File: src/rtl/ddc_pkg.sv
// Shared definitions for the EDID DDC reader: FSM encoding, EDID constants and
// the SCL quarter-period helper.
package ddc_pkg;

  typedef enum logic [3:0] {
    ST_IDLE,
    ST_START,
    ST_WR_BYTE,
    ST_WR_ACK,
    ST_RSTART,
    ST_RD_BYTE,
    ST_RD_ACK,
    ST_STOP,
    ST_FINISH
  } ddc_state_e;

  localparam logic [6:0]  EDID_DEV_ADDR = 7'h50;
  localparam int          EDID_BYTES    = 128;
  localparam logic [63:0] EDID_HEADER   = 64'h00FF_FFFF_FFFF_FF00;

  // One SCL period is four quarters; integer truncation is intended.
  function automatic int quarter_count(input int sys_freq, input int scl_freq);
    return sys_freq / (scl_freq * 4);
  endfunction

endpackage

File: src/rtl/ddc_qtick.sv
// SCL quarter-period timebase: a one-cycle tick every QCNT cycles and the
// 2-bit quarter index; both held at zero while disabled.
module ddc_qtick
  import ddc_pkg::*;
#(
  parameter int QCNT = 62
) (
  input  logic       clk,
  input  logic       rst_n,
  input  logic       en,
  output logic       tick,
  output logic [1:0] quarter
);
  localparam int CW = (QCNT > 1) ? $clog2(QCNT) : 1;

  logic [CW-1:0] cnt_q, cnt_d;
  logic [1:0]    qtr_q, qtr_d;

  always_comb begin
    cnt_d = cnt_q;
    qtr_d = qtr_q;
    tick  = 1'b0;
    if (!en) begin
      cnt_d = '0;
      qtr_d = '0;
    end else if (cnt_q == CW'(QCNT - 1)) begin
      tick  = 1'b1;
      cnt_d = '0;
      qtr_d = qtr_q + 2'd1;
    end else begin
      cnt_d = cnt_q + CW'(1);
    end
  end

  always_ff @(posedge clk or negedge rst_n) begin
    if (!rst_n) begin
      cnt_q <= '0;
      qtr_q <= '0;
    end else begin
      cnt_q <= cnt_d;
      qtr_q <= qtr_d;
    end
  end

  assign quarter = qtr_q;
endmodule

File: src/rtl/edid_ddc_reader.sv
// EDID reader over DDC: I2C master that reads BYTE_NUM bytes from offset 0 of
// the EEPROM and checks the modulo-256 EDID checksum.
module edid_ddc_reader
  import ddc_pkg::*;
#(
  parameter int         SYS_FREQ = 25_000_000,
  parameter int         SCL_FREQ = 100_000,
  parameter logic [6:0] DEV_ADDR = EDID_DEV_ADDR,
  parameter int         BYTE_NUM = EDID_BYTES
) (
  input  logic       vga_clk,
  input  logic       sys_rst_n,
  input  logic       start,
  output logic       ddc_scl,
  output logic       ddc_sda_o,
  output logic       ddc_sda_oe,
  input  logic       ddc_sda_i,
  output logic [7:0] edid_data,
  output logic [6:0] edid_addr,
  output logic       edid_valid,
  output logic       busy,
  output logic       done,
  output logic       err,
  output logic       cksum_ok,
  output ddc_state_e state_dbg
);
  localparam int QCNT = quarter_count(SYS_FREQ, SCL_FREQ);
  localparam int IW   = (BYTE_NUM > 1) ? $clog2(BYTE_NUM) : 1;

  ddc_state_e    state_q, state_d;
  logic [2:0]    bit_q, bit_d;
  logic [7:0]    sh_q, sh_d;
  logic [1:0]    wr_idx_q, wr_idx_d;
  logic          smp_q, smp_d;
  logic [IW-1:0] byte_q, byte_d;
  logic [7:0]    data_q, data_d, sum_q, sum_d;
  logic [6:0]    addr_q, addr_d;
  logic          valid_q, valid_d, done_q, done_d;
  logic          err_q, err_d, ck_q, ck_d;
  logic          q_en, q_tick, bit_end, smp_now, last_byte;
  logic [1:0]    quarter;
  logic [7:0]    rd_byte;

  assign q_en = (state_q != ST_IDLE) && (state_q != ST_FINISH);

  ddc_qtick #(.QCNT(QCNT)) u_qtick (
    .clk     (vga_clk),
    .rst_n   (sys_rst_n),
    .en      (q_en),
    .tick    (q_tick),
    .quarter (quarter)
  );

  assign bit_end   = q_tick && (quarter == 2'd3);
  assign smp_now   = q_tick && (quarter == 2'd1);
  assign last_byte = (byte_q == IW'(BYTE_NUM - 1));
  assign rd_byte   = {sh_q[6:0], ddc_sda_i};

  // Bus levels per state; SDA only moves at q0 entry except START/STOP edges.
  always_comb begin
    ddc_scl    = 1'b1;
    ddc_sda_oe = 1'b0;
    case (state_q)
      ST_START, ST_RSTART: begin
        ddc_scl    = (quarter != 2'd3);
        ddc_sda_oe = quarter[1];
      end
      ST_WR_BYTE: begin
        ddc_scl    = ^quarter;
        ddc_sda_oe = ~sh_q[7];
      end
      ST_WR_ACK, ST_RD_BYTE: ddc_scl = ^quarter;
      ST_RD_ACK: begin
        ddc_scl    = ^quarter;
        ddc_sda_oe = ~last_byte;
      end
      ST_STOP: begin
        ddc_scl    = (quarter != 2'd0);
        ddc_sda_oe = ~quarter[1];
      end
      default: ;
    endcase
  end

  always_comb begin
    state_d  = state_q;
    bit_d    = bit_q;
    sh_d     = sh_q;
    wr_idx_d = wr_idx_q;
    smp_d    = smp_q;
    byte_d   = byte_q;
    data_d   = data_q;
    sum_d    = sum_q;
    addr_d   = addr_q;
    err_d    = err_q;
    ck_d     = ck_q;
    valid_d  = 1'b0;
    done_d   = 1'b0;
    case (state_q)
      ST_IDLE: if (start) begin
        state_d  = ST_START;
        err_d    = 1'b0;
        ck_d     = 1'b0;
        sum_d    = '0;
        byte_d   = '0;
        addr_d   = '0;
        bit_d    = '0;
        wr_idx_d = '0;
        sh_d     = {DEV_ADDR, 1'b0};
      end
      ST_START, ST_RSTART: if (bit_end) state_d = ST_WR_BYTE;
      ST_WR_BYTE: if (bit_end) begin
        sh_d  = {sh_q[6:0], 1'b0};
        bit_d = bit_q + 3'd1;
        if (bit_q == 3'd7) state_d = ST_WR_ACK;
      end
      ST_WR_ACK: begin
        if (smp_now) smp_d = ddc_sda_i;
        // Write phase: device address (W), word offset 0, device address (R).
        if (bit_end) begin
          if (smp_q) begin
            err_d   = 1'b1;
            state_d = ST_STOP;
          end else if (wr_idx_q == 2'd0) begin
            sh_d     = 8'h00;
            wr_idx_d = 2'd1;
            state_d  = ST_WR_BYTE;
          end else if (wr_idx_q == 2'd1) begin
            sh_d     = {DEV_ADDR, 1'b1};
            wr_idx_d = 2'd2;
            state_d  = ST_RSTART;
          end else begin
            state_d = ST_RD_BYTE;
          end
        end
      end
      ST_RD_BYTE: begin
        if (smp_now) begin
          sh_d = rd_byte;
          if (bit_q == 3'd7) begin
            valid_d = 1'b1;
            data_d  = rd_byte;
            addr_d  = 7'(byte_q);
            sum_d   = sum_q + rd_byte;
          end
        end
        if (bit_end) begin
          bit_d = bit_q + 3'd1;
          if (bit_q == 3'd7) state_d = ST_RD_ACK;
        end
      end
      ST_RD_ACK: if (bit_end) begin
        if (last_byte) begin
          state_d = ST_STOP;
        end else begin
          byte_d  = byte_q + IW'(1);
          state_d = ST_RD_BYTE;
        end
      end
      ST_STOP: if (bit_end) state_d = ST_FINISH;
      ST_FINISH: begin
        state_d = ST_IDLE;
        done_d  = 1'b1;
        ck_d    = (sum_q == 8'h00) && !err_q;
      end
      default: state_d = ST_IDLE;
    endcase
  end

  always_ff @(posedge vga_clk or negedge sys_rst_n) begin
    if (!sys_rst_n) begin
      state_q  <= ST_IDLE;
      bit_q    <= '0;
      sh_q     <= '0;
      wr_idx_q <= '0;
      smp_q    <= 1'b0;
      byte_q   <= '0;
      data_q   <= '0;
      sum_q    <= '0;
      addr_q   <= '0;
      valid_q  <= 1'b0;
      done_q   <= 1'b0;
      err_q    <= 1'b0;
      ck_q     <= 1'b0;
    end else begin
      state_q  <= state_d;
      bit_q    <= bit_d;
      sh_q     <= sh_d;
      wr_idx_q <= wr_idx_d;
      smp_q    <= smp_d;
      byte_q   <= byte_d;
      data_q   <= data_d;
      sum_q    <= sum_d;
      addr_q   <= addr_d;
      valid_q  <= valid_d;
      done_q   <= done_d;
      err_q    <= err_d;
      ck_q     <= ck_d;
    end
  end

  assign ddc_sda_o  = 1'b0;
  assign edid_data  = data_q;
  assign edid_addr  = addr_q;
  assign edid_valid = valid_q;
  assign busy       = (state_q != ST_IDLE);
  assign done       = done_q;
  assign err        = err_q;
  assign cksum_ok   = ck_q;
  assign state_dbg  = state_q;
endmodule

File: config.mk
export PLATFORM = sky130hd
export DESIGN_NAME = edid_ddc_reader
export DESIGN_NICKNAME = d
export VERILOG_FILES = /design/src/rtl/ddc_pkg.sv /design/src/rtl/ddc_qtick.sv /design/src/rtl/edid_ddc_reader.sv
export SDC_FILE = /design/constraint.sdc
export NUM_CORES = 1
export LEC_CHECK = 0
export BUFFER_PORTS_ARGS = -buffer_cell sky130_fd_sc_hd__clkbuf_2
export CORE_MARGIN = 1.5
export CORE_UTILIZATION = 35
export CTS_BUF_LIST = sky130_fd_sc_hd__clkbuf_8
export CTS_CLUSTER_SIZE = 20
export DETAILED_ROUTE_END_ITERATION = 6
export HOLD_SLACK_MARGIN = 0.05
export SYNTH_ARGS = -nofsm -noshare
export SYNTH_HDL_FRONTEND = slang
export SYNTH_SLANG_ARGS = --single-unit
export TNS_END_PERCENT = 1
File: constraint.sdc
create_clock -name vga_clk -period 2.7 [get_ports vga_clk]
set_input_delay 0.54 -clock vga_clk [delete_from_list [all_inputs] [get_ports vga_clk]]
set_output_delay 0.54 -clock vga_clk [all_outputs]
set_load 0.01 [all_outputs]
[Yosys cells after proc, flatten, opt, wreduce, memory -nomap -nowiden]
Cells that the tools add are included.
Widths: inputs -> output; s select.
Word-level totals
  logic and storage cells: 144
  input bits: 4
  output and inout bits: 27
  register bits: 60
Cells by class
  reductions and logical operators: 30
  bitwise operators: 3
  add/subtract/negate cells: 5
  muxes and demuxes: 59
  equality and inequality tests: 32
Operator list (number)
  $mux 8: 10
  $mux 4: 9
  $mux 7: 5
  $pmux 8 s4: 1
  $ne 2x2->1 const B: 15
  $pmux 4 s7: 1
  $pmux 7 s2: 2
  $eq 4x3->1 const B: 4
  $mux 2: 8
  $pmux 8 s2: 1
  $mux 3: 4
  $mux 6: 2
  $reduce_and 4->1: 3
  $reduce_bool 2->1: 6
  $mux 1: 10
  $reduce_and 9->1: 1
  $add 8x8->8: 1
  $eq 4x2->1 const B: 2
  $logic_not 8->1: 1
  $reduce_bool 4->1: 2
  $add 7x1->7 const B: 1
  $eq 7x7->1 const B: 1
  $reduce_and 7->1: 1
  $add 6x1->6 const B: 1
  other kinds (27): 37

[Logic depth before layout (Yosys ltp)]
  word-level depth: 6
  mapped depth: 10
  depth with buffers taken out: 7

[Modules after synthesis]
Synthesis repeated with hierarchy kept, for this count alone.
Unflattened totals
  cells, all modules: 341
  area total of the unflattened synthesis: 3301.9 um^2
Modules (own cells, without submodules)
  edid_ddc_reader: sequential area each 1301.2 um^2, times used 1, area each 2924.1 um^2, cells an instance 304
  ddc_qtick: sequential area each 200.2 um^2, times used 1, area each 377.9 um^2, cells an instance 37

[Worst setup path after synthesis]
No wires, ideal clock.
  path type: register to register
  start point: register u_qtick.cnt_q[1]
  end point: register sh_q[0]
  required time: 2575 ps
  period minus slack after synthesis: 2178 ps
  library setup time: 125 ps
  buffers on the path: 1
  setup slack: 522 ps
  data arrival time: 2053 ps
  cell stages (with the launch flop): 9
  path through: dfrtp_1 -> inv_1 -> ha_1 -> and4_1 -> buf_6 -> nand2_4 -> o311a_4 -> a211oi_4 -> mux2_4
On the way
  longest elaborated chain between the ends: 6
  elaborated cells on any way between the ends: 9
  those cells by class: eq/ne: 4; mux: 2; reduce/logical: 3
Ends and longest elaborated chain
  start, declared: line ddc_qtick.sv:16  | logic [CW-1:0] cnt_q, cnt_d;
  start signal, assigned: line ddc_qtick.sv:40  | cnt_q <= cnt_d;
  $eq 6x6->1 *: line ddc_qtick.sv:26  | end else if (cnt_q == CW'(QCNT - 1)) begin
  $mux 1 *: line ddc_qtick.sv:26
  $mux 1 *: line ddc_qtick.sv:23  | if (!en) begin
  $logic_and 1x1->1 (on tied branches): line edid_ddc_reader.sv:55, edid_ddc_reader.sv:54
  $ne 2x2->1 (no source line)
  $reduce_and 7->1 (no source line) *
  end signal, assigned: line edid_ddc_reader.sv:174  | sh_q <= '0;
  end signal, assigned: line edid_ddc_reader.sv:188  | sh_q <= sh_d;
  end, declared: line edid_ddc_reader.sv:32  | logic [7:0] sh_q, sh_d;
Mark *: on every way between the ends. The rest lies on a longest branch, timed or not.
A chain may end at the register's enable or synchronous reset.

[Worst setup path after layout]
  start point: register state_q[1] (netlist: state_dbg[1])
  end point: output ddc_scl
On the way
  longest elaborated chain between the ends: 3
  elaborated cells on any way between the ends: 10
  those cells by class: eq/ne: 7; mux: 1; reduce/logical: 2
Ends and longest elaborated chain
  start, declared: line edid_ddc_reader.sv:30  | ddc_state_e state_q, state_d;
  start signal, assigned: line edid_ddc_reader.sv:186  | state_q <= state_d;
  $eq 4x3->1, or another cell as far along: line edid_ddc_reader.sv:63  | case (state_q)
  $reduce_or 4->1 (no source line) or $reduce_or 2->1 (tied branches)
  $pmux 1 s3 *: line edid_ddc_reader.sv:63
  end, declared: line edid_ddc_reader.sv:14  | output logic ddc_scl,
Marked as above.

==> flow_metrics.tcl <==
set metrics [dict create \
    antenna_cells 0 \
    dpl_cell_area_um2 3580 \
    synth_common_cells "dfrtp_1 (60), nand2_1 (54), nor2_1 (25)" \
    synth_seq_area_share_pct 45.3 \
    busiest_layer "met2" \
    drtIter0Drc 150 \
    grt_util_all_layers_pct 16.1 \
    path_clk_slew_ns 0.08 \
    worst-setup-path-type "flop to output pin" \
    period_share_pct 93.8 \
    drtPass1Iterations 4 \
    r2r_start "u_qtick.cnt_q[1]" \
    max_clock_freq_ghz 0.395 \
    clk_path_buf_depth 2 \
    required_ns 2.16 \
    synth_area_per_cell_um2 9.81 \
    ys.flop_type "dfrtp_1" \
    ys_types 57 \
    cts_buffers 9 \
    syn_area_um2 3310 \
    synth-seq-cells 60 \
    cp.arrival_ns 1.99 \
    n_fill_cell 921 \
    grt_use_met2_pct 25.0 \
    swShare_pct 35.8 \
    synth_top_area_share_pct 45.3 \
    numClockSinks 60 \
    detail-route-antenna-nets 0 \
    maxCapViolCount 0 \
    p_comb_share_pct 27.0 \
    postCtsSetupRepairBufs 0 \
    start_util_pct 36.0 \
    std_cell_rows 35 \
    die_w_um 100 \
    hold_class "input port to async pin" \
    r2r_cells 8 \
    drive_gt1_share_pct 21.0 \
    post_drt_wl_per_cell_um 14.8 \
    synth_warnings 0 \
    gp_congestion 0.874 \
    synthArstFlopShare_pct 100 \
    worst_pin_slew_ns 0.776 \
    p_leak_nw 1.71 \
    core_um2 9200 \
    power_density_nw_per_um2 816 \
    ios 31 \
    slew_viol_final 0 \
    fin_cells 487 \
    cp_max_fo 17 \
    pwr-share-clk_pct 29.5 \
    irDropWorstVdd_uv 360 \
    p_sw_mw 1.11 \
    cts_root_buf "clkbuf_8" \
    vias 2564 \
    p_int_mw 1.99 \
    slew-limit-headroom_pct 48.3 \
    insertion_delay_ns 0.35 \
    p_seq_share_pct 43.5 \
    layout.nets 391 \
    multiInputGateArea_um2 1680 \
    finish.instance_area_um2 3810 \
    synth_edf_count 0 \
    netlist_top_cells_area "dfrtp_1 (45%), nand2_1 (6.1%), ha_1 (5.7%)" \
    grt_pass1_vias 2553 \
    via_per_inst 5.26 \
    rsz0062_at_grt "no" \
    outcome "finished, final reports clean" \
    setup_viol 0 \
    grt.overflow.total 0 \
    yosysMostFrequentCell "dfrtp_1" \
    synth_cells 338 \
    cts_tree "yes" \
    finalHoldViolations 0 \
    dpl.hpwl_mm 5.18 \
    cp-start-kind "flop" \
    grtUsageMet1_pct 21.4 \
    syn_nets 358 \
    die_y_um 100 \
    r2r-end "sh_q[3]" \
    dieArea_um2 10100 \
    numPortBuffers 29 \
    dp.cells 471 \
    drc 0 \
    final-seq-area_um2 1500 \
    ff2ff_setup_slack_ns 0.42 \
    tns_ns 0 \
    min_period_ns 2.53 \
    grt_max_degree 61 \
    cts_resized 1 \
    antenna_found_initial 0 \
    crit_path_end_kind "output pin" \
    syn2layout_area_growth_pct 14.9 \
    routed_wl_mm 7.21 \
    skew_ns 0.0128 \
    h-tree-depth 3 \
    postCtsHoldBufs 0 \
    grt_pass1_wl_mm 12.6 \
    yosysTopAreaCell "dfrtp_1" \
    grt_use_met3_pct 4.04 \
]
[per-layer routing]
metal / wire [µm] / up-vias
met5: 0 / -
met2: 3310 / 40
met4: 153 / 0
met1: 3550 / 1247
met3: 205 / 14
li1: - / 1263
[stage by stage]
step                      utilization (%)  power [mW]  setup slack (ns)  hold WS (ns)
after floorplan                         -        1.97             0.522         0.244
final                                41.4        3.11             0.168         0.334
after detailed placement             39.0        2.22             0.247         0.474
after global placement               39.0        2.20             0.368         0.472
after global routing                 41.4        3.35            0.0305         0.432
after CTS                            41.4        3.15             0.153         0.367
[sequential cells by signal (all words and copies together), names as in the netlist, 2 cells and up]
name	flops
state_dbg	4
edid_addr	7
sum_q	8
u_qtick.quarter	2
u_qtick.cnt_q	6
sh_q	8
byte_q	7
wr_idx_q	2
edid_data	8
bit_q	3
[cell families (layout without fill, tap and decap cells)]
logic type / Yosys count / in the layout / share of synthesized area, %
adders and majority gates: 17 / 17 / 6.57
muxes: 21 / 21 / 7.17
buffers and inverters: 29 / 67 / 4.27
other: 1 / 1 / 0.113
and+or+nand+nor: 136 / 136 / 20.2
xor gates and xnor gates: 15 / 15 / 3.96
DFF: 60 / 60 / 45.3
AOI/OAI and AO/OA: 59 / 59 / 12.4
[power groups by stage]
stage          logic (mW)  clock network, mW  registers [mW]
2_1_floorplan       0.707                  0            1.26
3_3_place_gp        0.829                  0            1.37
3_5_place_dp        0.844                  0            1.37
4_1_cts             0.848              0.944            1.36
5_1_grt             0.965              0.986            1.40
6_report            0.839              0.916            1.35
[critical path: stages (launching register included)]
cell and delay [ns]:
dfrtp_1 0.64, buf_4 0.23, nand3b_1 0.23, a21boi_0 0.13, nor3_1 0.15, o21ai_0 0.10, clkbuf_2 0.15
[final cells by class]
type | instances | area share (%)
multi-input cells | 249 | 44.1
inverters | 12 | 1.18
repair buffers | 39 | 5.78
clock inverters | 7 | 2.60
well taps | 111 | 3.65
flip-flops and latches | 60 | 39.5
clock buffers | 9 | 3.25
[placed cells by master (no fill, tap or decap), drive strengths merged, types with 5 or more instances in the layout]
| cell type | Yosys | routed |
|---|---|---|
| dfrtp | 60 | 60 |
| nand2 | 55 | 55 |
| clkbuf | 10 | 38 |
| nor2 | 25 | 25 |
| o21ai | 21 | 21 |
| ha | 15 | 15 |
| inv | 12 | 13 |
| mux2 | 13 | 13 |
| nand3 | 12 | 12 |
| xnor2 | 10 | 10 |
| buf | 7 | 10 |
| nor3 | 10 | 10 |
| a21oi | 9 | 9 |
| mux2i | 8 | 8 |
| o31ai | 7 | 7 |
| or3 | 5 | 5 |
| xor2 | 5 | 5 |
[worst max path at each step]
| stage | slack, ns | startpoint | end | cells past startpoint |
|---|---|---|---|---|
| global route | 0.03 | state_dbg[1] | ddc_scl | 6 |
| floorplan | 0.52 | u_qtick.cnt_q[1] | sh_q[0] | 8 |
| global placement | 0.37 | state_dbg[2] | ddc_sda_oe | 6 |
| detailed placement | 0.25 | ddc_sda_i | sum_q[7] | 7 |
| CTS | 0.15 | state_dbg[1] | ddc_scl | 6 |
| finish | 0.17 | state_dbg[1] | ddc_scl | 6 |
Note: power is estimated with default switching activity, not from simulation.
